`src/rtl/lsu_pkg.sv`:
```
// LSU shared definitions: access-type encodings, FSM states, address checks.
// LSU_MISALIGN_TRAP_EN (see lsu.sv) uses is_misaligned() from here.
package lsu_pkg;

    localparam logic [2:0] LSU_W  = 3'b000;
    localparam logic [2:0] LSU_H  = 3'b001;
    localparam logic [2:0] LSU_HU = 3'b010;
    localparam logic [2:0] LSU_B  = 3'b011;
    localparam logic [2:0] LSU_BU = 3'b100;

    typedef enum logic [1:0] {
        S_IDLE   = 2'd0,
        S_ACCESS = 2'd1,
        S_RESP   = 2'd2
    } state_e;

    function automatic logic is_valid_type(input logic [2:0] t);
        return t <= LSU_BU;
    endfunction

    function automatic logic is_misaligned(input logic [2:0] t,
                                           input logic [1:0] a);
        logic r;
        r = 1'b0;
        if (t == LSU_W)
            r = (a != 2'b00);
        else if (t == LSU_H || t == LSU_HU)
            r = a[0];
        return r;
    endfunction

endpackage

```
`src/rtl/lsu_align.sv`:
```
// Byte-lane steering: store byte enables / write data and load extraction.
// Offending low address bits are dropped: words use lane 0, halves addr[1].
module lsu_align
    import lsu_pkg::*;
(
    input  logic [2:0]  req_type,
    input  logic [1:0]  addr_lo,
    input  logic [31:0] wdata,
    input  logic [31:0] rdata,
    output logic [3:0]  be,
    output logic [31:0] wdata_o,
    output logic [31:0] ldata
);

    logic [1:0]  off;
    logic [31:0] lane;

    always_comb begin
        off     = 2'b00;
        be      = 4'b0000;
        wdata_o = 32'h0;
        case (req_type)
            LSU_W: begin
                be      = 4'b1111;
                wdata_o = wdata;
            end
            LSU_H, LSU_HU: begin
                off     = {addr_lo[1], 1'b0};
                be      = addr_lo[1] ? 4'b1100 : 4'b0011;
                wdata_o = {2{wdata[15:0]}};
            end
            LSU_B, LSU_BU: begin
                off     = addr_lo;
                be      = 4'b0001 << addr_lo;
                wdata_o = {4{wdata[7:0]}};
            end
            default: ;
        endcase
    end

    assign lane = rdata >> {off, 3'b000};

    always_comb begin
        ldata = 32'h0;
        case (req_type)
            LSU_W:   ldata = lane;
            LSU_H:   ldata = {{16{lane[15]}}, lane[15:0]};
            LSU_HU:  ldata = {16'h0, lane[15:0]};
            LSU_B:   ldata = {{24{lane[7]}}, lane[7:0]};
            LSU_BU:  ldata = {24'h0, lane[7:0]};
            default: ldata = 32'h0;
        endcase
    end

endmodule

```
`src/rtl/lsu.sv`:
```
// Load/store unit: single outstanding access, IDLE -> ACCESS -> RESP.
// Define LSU_MISALIGN_TRAP_EN to trap misaligned half/word accesses.
module lsu
    import lsu_pkg::*;
#(
    parameter int ADDR_W = 32
) (
    input  logic              clk,
    input  logic              rstn,
    input  logic              req_valid,
    output logic              req_ready,
    input  logic              req_we,
    input  logic [2:0]        req_type,
    input  logic [ADDR_W-1:0] req_addr,
    input  logic [31:0]       req_wdata,
    input  logic [4:0]        req_rd,
    output logic              mem_en,
    output logic              mem_we,
    output logic [ADDR_W-1:0] mem_addr,
    output logic [3:0]        mem_be,
    output logic [31:0]       mem_wdata,
    input  logic [31:0]       mem_rdata,
    input  logic              mem_ack,
    output logic              rsp_valid,
    output logic [31:0]       rsp_data,
    output logic [4:0]        rsp_rd,
    output logic              stall,
    output logic              misalign
);

    state_e            state_q, state_d;
    logic              we_q, we_d;
    logic [2:0]        type_q, type_d;
    logic [ADDR_W-1:0] addr_q, addr_d;
    logic [31:0]       wdata_q, wdata_d;
    logic [4:0]        rd_q, rd_d;
    logic [31:0]       rsp_data_q, rsp_data_d;
    logic [3:0]        be;
    logic [31:0]       ld;
    logic              accept;
    logic              bad_addr;

    lsu_align u_align (
        .req_type (type_q),
        .addr_lo  (addr_q[1:0]),
        .wdata    (wdata_q),
        .rdata    (mem_rdata),
        .be       (be),
        .wdata_o  (mem_wdata),
        .ldata    (ld)
    );

    assign accept = req_valid && (state_q == S_IDLE);

`ifdef LSU_MISALIGN_TRAP_EN
    logic mis_q, mis_d;

    assign bad_addr = is_misaligned(req_type, req_addr[1:0]);

    always_comb mis_d = accept && is_valid_type(req_type) && bad_addr;

    always_ff @(posedge clk or negedge rstn) begin
        if (!rstn) mis_q <= 1'b0;
        else       mis_q <= mis_d;
    end

    assign misalign = mis_q;
`else
    assign bad_addr = 1'b0;
    assign misalign = 1'b0;
`endif

    always_comb begin
        state_d    = state_q;
        we_d       = we_q;
        type_d     = type_q;
        addr_d     = addr_q;
        wdata_d    = wdata_q;
        rd_d       = rd_q;
        rsp_data_d = rsp_data_q;
        case (state_q)
            S_IDLE: begin
                if (accept) begin
                    we_d    = req_we;
                    type_d  = req_type;
                    addr_d  = req_addr;
                    wdata_d = req_wdata;
                    rd_d    = req_rd;
                    // unknown types skip memory; loads still answer with 0
                    if (!is_valid_type(req_type)) begin
                        rsp_data_d = 32'h0;
                        state_d    = req_we ? S_IDLE : S_RESP;
                    end else if (!bad_addr) begin
                        state_d = S_ACCESS;
                    end
                end
            end
            S_ACCESS: begin
                if (mem_ack) begin
                    if (we_q) begin
                        state_d = S_IDLE;
                    end else begin
                        rsp_data_d = ld;
                        state_d    = S_RESP;
                    end
                end
            end
            S_RESP:  state_d = S_IDLE;
            default: state_d = S_IDLE;
        endcase
    end

    always_ff @(posedge clk or negedge rstn) begin
        if (!rstn) begin
            state_q    <= S_IDLE;
            we_q       <= 1'b0;
            type_q     <= 3'b000;
            addr_q     <= '0;
            wdata_q    <= 32'h0;
            rd_q       <= 5'd0;
            rsp_data_q <= 32'h0;
        end else begin
            state_q    <= state_d;
            we_q       <= we_d;
            type_q     <= type_d;
            addr_q     <= addr_d;
            wdata_q    <= wdata_d;
            rd_q       <= rd_d;
            rsp_data_q <= rsp_data_d;
        end
    end

    assign req_ready = (state_q == S_IDLE);
    assign stall     = !req_ready;
    assign mem_en    = (state_q == S_ACCESS);
    assign mem_we    = mem_en && we_q;
    assign mem_addr  = {addr_q[ADDR_W-1:2], 2'b00};
    assign mem_be    = mem_en ? be : 4'b0000;
    assign rsp_valid = (state_q == S_RESP);
    assign rsp_data  = rsp_data_q;
    assign rsp_rd    = rd_q;

endmodule
```
`config.mk`:
```
export PLATFORM = sky130hd
export DESIGN_NAME = lsu
export DESIGN_NICKNAME = d
export VERILOG_FILES = /design/src/rtl/lsu_pkg.sv /design/src/rtl/lsu_align.sv /design/src/rtl/lsu.sv
export SDC_FILE = /design/constraint.sdc
export NUM_CORES = 1
export LEC_CHECK = 0
export BUFFER_PORTS_ARGS = -buffer_cell sky130_fd_sc_hd__buf_2
export CORE_ASPECT_RATIO = 1.25
export CORE_MARGIN = 2
export CORE_UTILIZATION = 37
export CTS_CLUSTER_SIZE = 16
export DETAILED_ROUTE_END_ITERATION = 8
export MAX_ROUTING_LAYER = met4
export SLEW_MARGIN = 20
export SYNTH_ARGS = -nofsm -noshare
export SYNTH_HDL_FRONTEND = slang
export SYNTH_SLANG_ARGS = --single-unit
```
`constraint.sdc`:
```
create_clock -name clk -period 3.3 [get_ports clk]
set_input_delay 0.66 -clock clk [delete_from_list [all_inputs] [get_ports clk]]
set_output_delay 0.66 -clock clk [all_outputs]
set_load 0.01 [all_outputs]
```
# After elaboration in Yosys (flattened, before gate mapping)
# Index checks and enable logic that the tools add are counted.
# word_totals
reg_bits,107
input_bits,109
output_inout_bits,111
wordCells,48
# op_classes
magnitude_cmp,1
eq_ne,10
n_shift,2
n_mux,17
n_reduce_logical,11
# ops
operator,n
one-hot mux 32 bit (5 select lines),1
2-to-1 mux 32 bit,4
one-hot mux 32 bit (3 select lines),1
one-hot mux 32 bit (2 select lines),1
>> shifter 32 x 5 -> 32 bit,1
one-hot mux 4 bit (3 select lines),1
2-to-1 mux 2 bit,5
2-to-1 mux 4 bit,2
one-hot mux 2 bit (2 select lines),2
"equality test 3 x 2 -> 1 bit, second input constant",2
AND reduction 5 bit,1
"!= test 2 x 1 -> 1 bit, second input constant",2
"!= test 2 bit, second input constant",2
AND reduction 2 bit,2
OR reduction 2 bit,2
"left shift 1 x 2 -> 4 bit, first input constant",1
"equality test 3 x 1 -> 1 bit, second input constant",1
"equality test 3 bit, second input constant",1
"less-or-equal comparator 3 bit, second input constant",1
zero test 3 bit,1
"equality test 2 x 1 -> 1 bit, second input constant",1
"equality test 2 bit, second input constant",1
logical AND 1 bit,2
zero test 2 bit,1
other kinds (2),2

# Depth between registers and ports, before layout
# depth
word_depth,8
depth_mapped,9
ltp_nobuf,5

# Cells and area by module
# Synthesis repeated with hierarchy kept, for this count alone.
# hier_totals
cells_unflattened,590
hier_area_um2,6162.2
# modules_own_cells
mod,n_inst,cells_each,area_per_inst_um2,seq_area_each_um2
lsu,1,344,4525.6,2677.6
lsu_align,1,246,1636.6,0.0

# Worst setup path after synthesis
# No wires, ideal clock.
# synth_timing
path_type,flip-flop to output port
start,register type_q[1]
end,output mem_wdata[30]
arrival_ns,1.705
required_ns,2.640
path_slack_ns,0.935
path_stages_with_launch,9
path_buffers,4
path_cell_list,dfrtp_1 buf_2 buf_2 buf_1 buf_2 mux2i_1 nor2_1 a31oi_1 o21ai_0
# synth_via
elab_chain_cells,3
word_cells_on_any_way,8
cone_classes,eq/ne: 4; mux: 1; reduce/logical: 3
# synth_lines
item,line,source
from (decl),lsu.sv:33,"logic [2:0] type_q, type_d;"
from (signal assigned),lsu.sv:125,type_q <= type_d;
"equality test 3 x 2 -> 1 bit, or another cell as far along",lsu_align.sv:22,case (req_type)
OR reduction 2 bit,lsu_align.sv:22,
one-hot mux 32 bit (3 select lines) (*),lsu_align.sv:22,
to (decl),lsu.sv:21,"output logic [31:0] mem_wdata,"
# Mark *: on every way between the ends. The rest lies on a longest branch, timed or not.

# Worst setup path in the final report
# layout_timing
start,register type_q[2]
end,output mem_wdata[31]
# Same word-level chain as after synthesis.

==> key figures <==
Run status
  • Outcome: finished, final reports clean

Routing
  • Detailed Route WL: roughly 20000 µm
  • DR WL/cell: roughly 17 µm
  • Drt first pass iters: 6
  • Starting DRT DRC Count: 447
  • Final ANT Viol Nets: 0
  • DRC viols: 0
  • Via count: roughly 6000
  • Routed vias/inst: 5.186

Global route
  • Overall routing resource usage: 0.2246
  • First-pass GRT wire length: 30790 µm
  • Initial antenna violation count: 4
  • Total gr overflow: 0
  • Vias in the first global route: about 5700
  • Largest net degree at the start of global routing: a little under 80

Clock tree
  • CTS-repair resized insts: 0
  • Clock buffer count from CTS: 9
  • # H-tree levels: 3
  • Worst-path clk slew: 0.08 ns
  • CTS tree: done
  • Postcts setup bufs: 0
  • Later-pin clock latency in the skew report: 0.36 ns
  • Hold_buf cts: 0
  • Clock Path Buffers: 2
  • Clk sinks: approximately 110
  • Root buf cell: clkbuf_16

Setup path
  • Crit start category: flip-flop
  • CP arrival: ~2.4 ns
  • FF-to-FF path depth: 6
  • Critical path type: reg2out
  • Critical path fanouts, max: roughly 50
  • Worst r2r src: type_q[2]$_DFFE_PN0P_
  • CP endpoint kind: output pin
  • Reg-to-reg endpoint: rsp_data[16]$_DFFE_PN0P_
  • Reg2reg setup slack: between 0.5 and 0.6 ns
  • Critical Path RT: approximately 2.6 ns

Timing
  • Finish-stage setup viols: 0
  • Clock Skews: between 0.01 and 0.015 ns
  • Worst relative slew slack: 0.3955
  • Fmax: 329.8 MHz
  • TNS Setup: 0 ns
  • Tmin final: 3.032 ns
  • Fin. Hold Viols: 0
  • Pins Over Slew Limit: 0
  • Period utilization: 0.9188
  • RSZ-0062 raised after global routing: no
  • Worst-Margin Slew: around 0.91 ns
  • Hold_ws: roughly 0.4 ns

Synthesis
  • Sequential area share after synthesis: 0.4265
  • Commonest register cell after synthesis: dfrtp_1
  • #FFs+latches synth: ~110
  • Syn_area_per_cell: about 8.2 µm²
  • Yosys cell types: 56
  • Yosys top cell by area: dfrtp_1
  • Top cell type's share of synthesized area: 0.4265
  • EDFF count, synth: 0
  • Synth warn: 0
  • Count leader, synth: nand2_1
  • Synth async-reset ratio: 1.000
  • Ranking of synthesized cells by area: dfrtp_1 (43%), nand2_1 (16%), o21ai_0 (4.1%)
  • Most frequent cells after synthesis: nand2_1 (260), dfrtp_1 (107), o21ai_0 (52), clkbuf_1 (41), buf_4 (33)
  • Synthesized area: around 6300 µm²
  • Syn Inst Count: just under 800

Hold path
  • Hold Path Class: in2async

Floorplanning
  • Rows: 53
  • Chip width: 120.5 µm
  • Die H: 149.6 µm
  • Ports: 220
  • Initial core utilization: 0.3757
  • Die area: approximately 18000 µm²
  • Core ar.: between 15000 and 20000 µm²

Cells and area
  • Layout area overhead: 22.20%
  • Layout cells sized above 1: 0.3005
  • Fin nets: approximately 1000

Placement
  • RePlAce Congestion: a little over 0.8
  • IO Port Bufs: 216
  • Dpl hpwl: around 14000 µm

Pwr
  • Worst VDD drop: around 0.37 mV
  • Leakage: 0.003989 µW
  • Power Density: between 800 and 900 nW/µm²

Job
  • Max Cap Viol: 0
cells in the final DEF (no fill, tap or decap), types with 7 or more instances in the layout:
master,netlist,layout
nand3_1,25,25
mux2i_1,8,8
a2111oi_0,7,7
and3_1,8,8
a22oi_1,23,23
nor2b_1,13,13
o211ai_1,9,9
buf_2,7,215
o22ai_1,7,7
o21ai_0,52,52
a21oi_1,24,24
a22o_1,7,7
nor2_1,8,8
nand2_1,260,260
dfrtp_1,107,106
and2_1,18,17
inv_1,8,8
a21o_1,7,7
nand4_1,12,12
buf_4,33,25
o2bb2ai_1,7,7
a21boi_0,8,8
clkbuf_16,0,9
mux2_2,7,7
worst max path at each step:
stage | from | to | slack (ns)
6_report | type_q[2]$_DFFE_PN0P_ | mem_wdata[31] | 0.27
4_1_cts | type_q[2]$_DFFE_PN0P_ | mem_wdata[31] | 0.26
3_5_place_dp | type_q[2]$_DFFE_PN0P_ | rsp_data[25]$_DFFE_PN0P_ | 0.56
5_1_grt | type_q[2]$_DFFE_PN0P_ | mem_wdata[31] | 0.08
2_1_floorplan | type_q[1]$_DFFE_PN0P_ | mem_wdata[30] | 0.94
3_3_place_gp | type_q[2]$_DFFE_PN0P_ | rsp_data[30]$_DFFE_PN0P_ | 0.59
metrics by stage:
step	utilization	area [µm²]	setup slack [ns]	cells	power, µW
2_1_floorplan	-	6286	0.9351	771	4067
5_1_grt	0.4591	7672	0.08081	1159	6673
4_1_cts	0.4585	7662	0.2617	1155	6265
6_report	0.4591	7672	0.2680	1159	6212
3_5_place_dp	0.4386	7330	0.5561	1139	5058
3_3_place_gp	0.4386	7330	0.5929	1139	5033
worst max-delay path, stage by stage (launching register included):
cell	delay (ns)
dfrtp_1	0.63
buf_4	0.51
nor3b_2	0.30
buf_4	0.20
nand2_1	0.07
o21ai_0	0.12
buf_2	0.18
final cells by class:
cell class              instances  area, µm²
diodes                          4      10.01
clock buffers                   9      225.2
clock inverters                 7      107.6
fillers                      1733       9039
inverters                       8      30.03
multi-input cells             562       3042
flip-flops and latches        107       2679
well taps                     220      275.3
repair buffers                242       1304
flip-flops by register name, indices dropped and copies added, names as in the netlist:
name and cells:
state_q 2, rsp_data 32, type_q 3, rsp_rd 5, we_q 1, wdata_q 32, addr_q 32
per-layer routing:
metal,global-route usage,vias to the layer above,routed length (µm)
met5,-,-,0
met4,0.09767,0,602
met3,0.04116,38,1230
met2,0.3514,232,9490
met1,0.2849,2813,8439
li1,-,2928,-
power breakdown:
| part | switching [µW] | internal, µW |
|---|---|---|
| sequential | 389 | 1760 |
| clock | 567 | 619 |
| combinational | 1690 | 1190 |
| total | 2640 | 3570 |
kinds of logic (layout without fill, tap and decap cells):
| family | after synthesis | count (layout) | share of synthesized area |
|---|---|---|---|
| mux | 15 | 15 | 0.02531 |
| flops | 107 | 107 | 0.4265 |
| buf+inv | 102 | 266 | 0.09048 |
| xor+xnor | 1 | 1 | 0.001395 |
| other cells | 1 | 7 | 0.0005973 |
| compound gates | 172 | 172 | 0.1859 |
| fa+ha+maj | 2 | 2 | 0.003189 |
| simple gates | 369 | 369 | 0.2666 |
No activity file was read; power rests on OpenSTA's default activity.
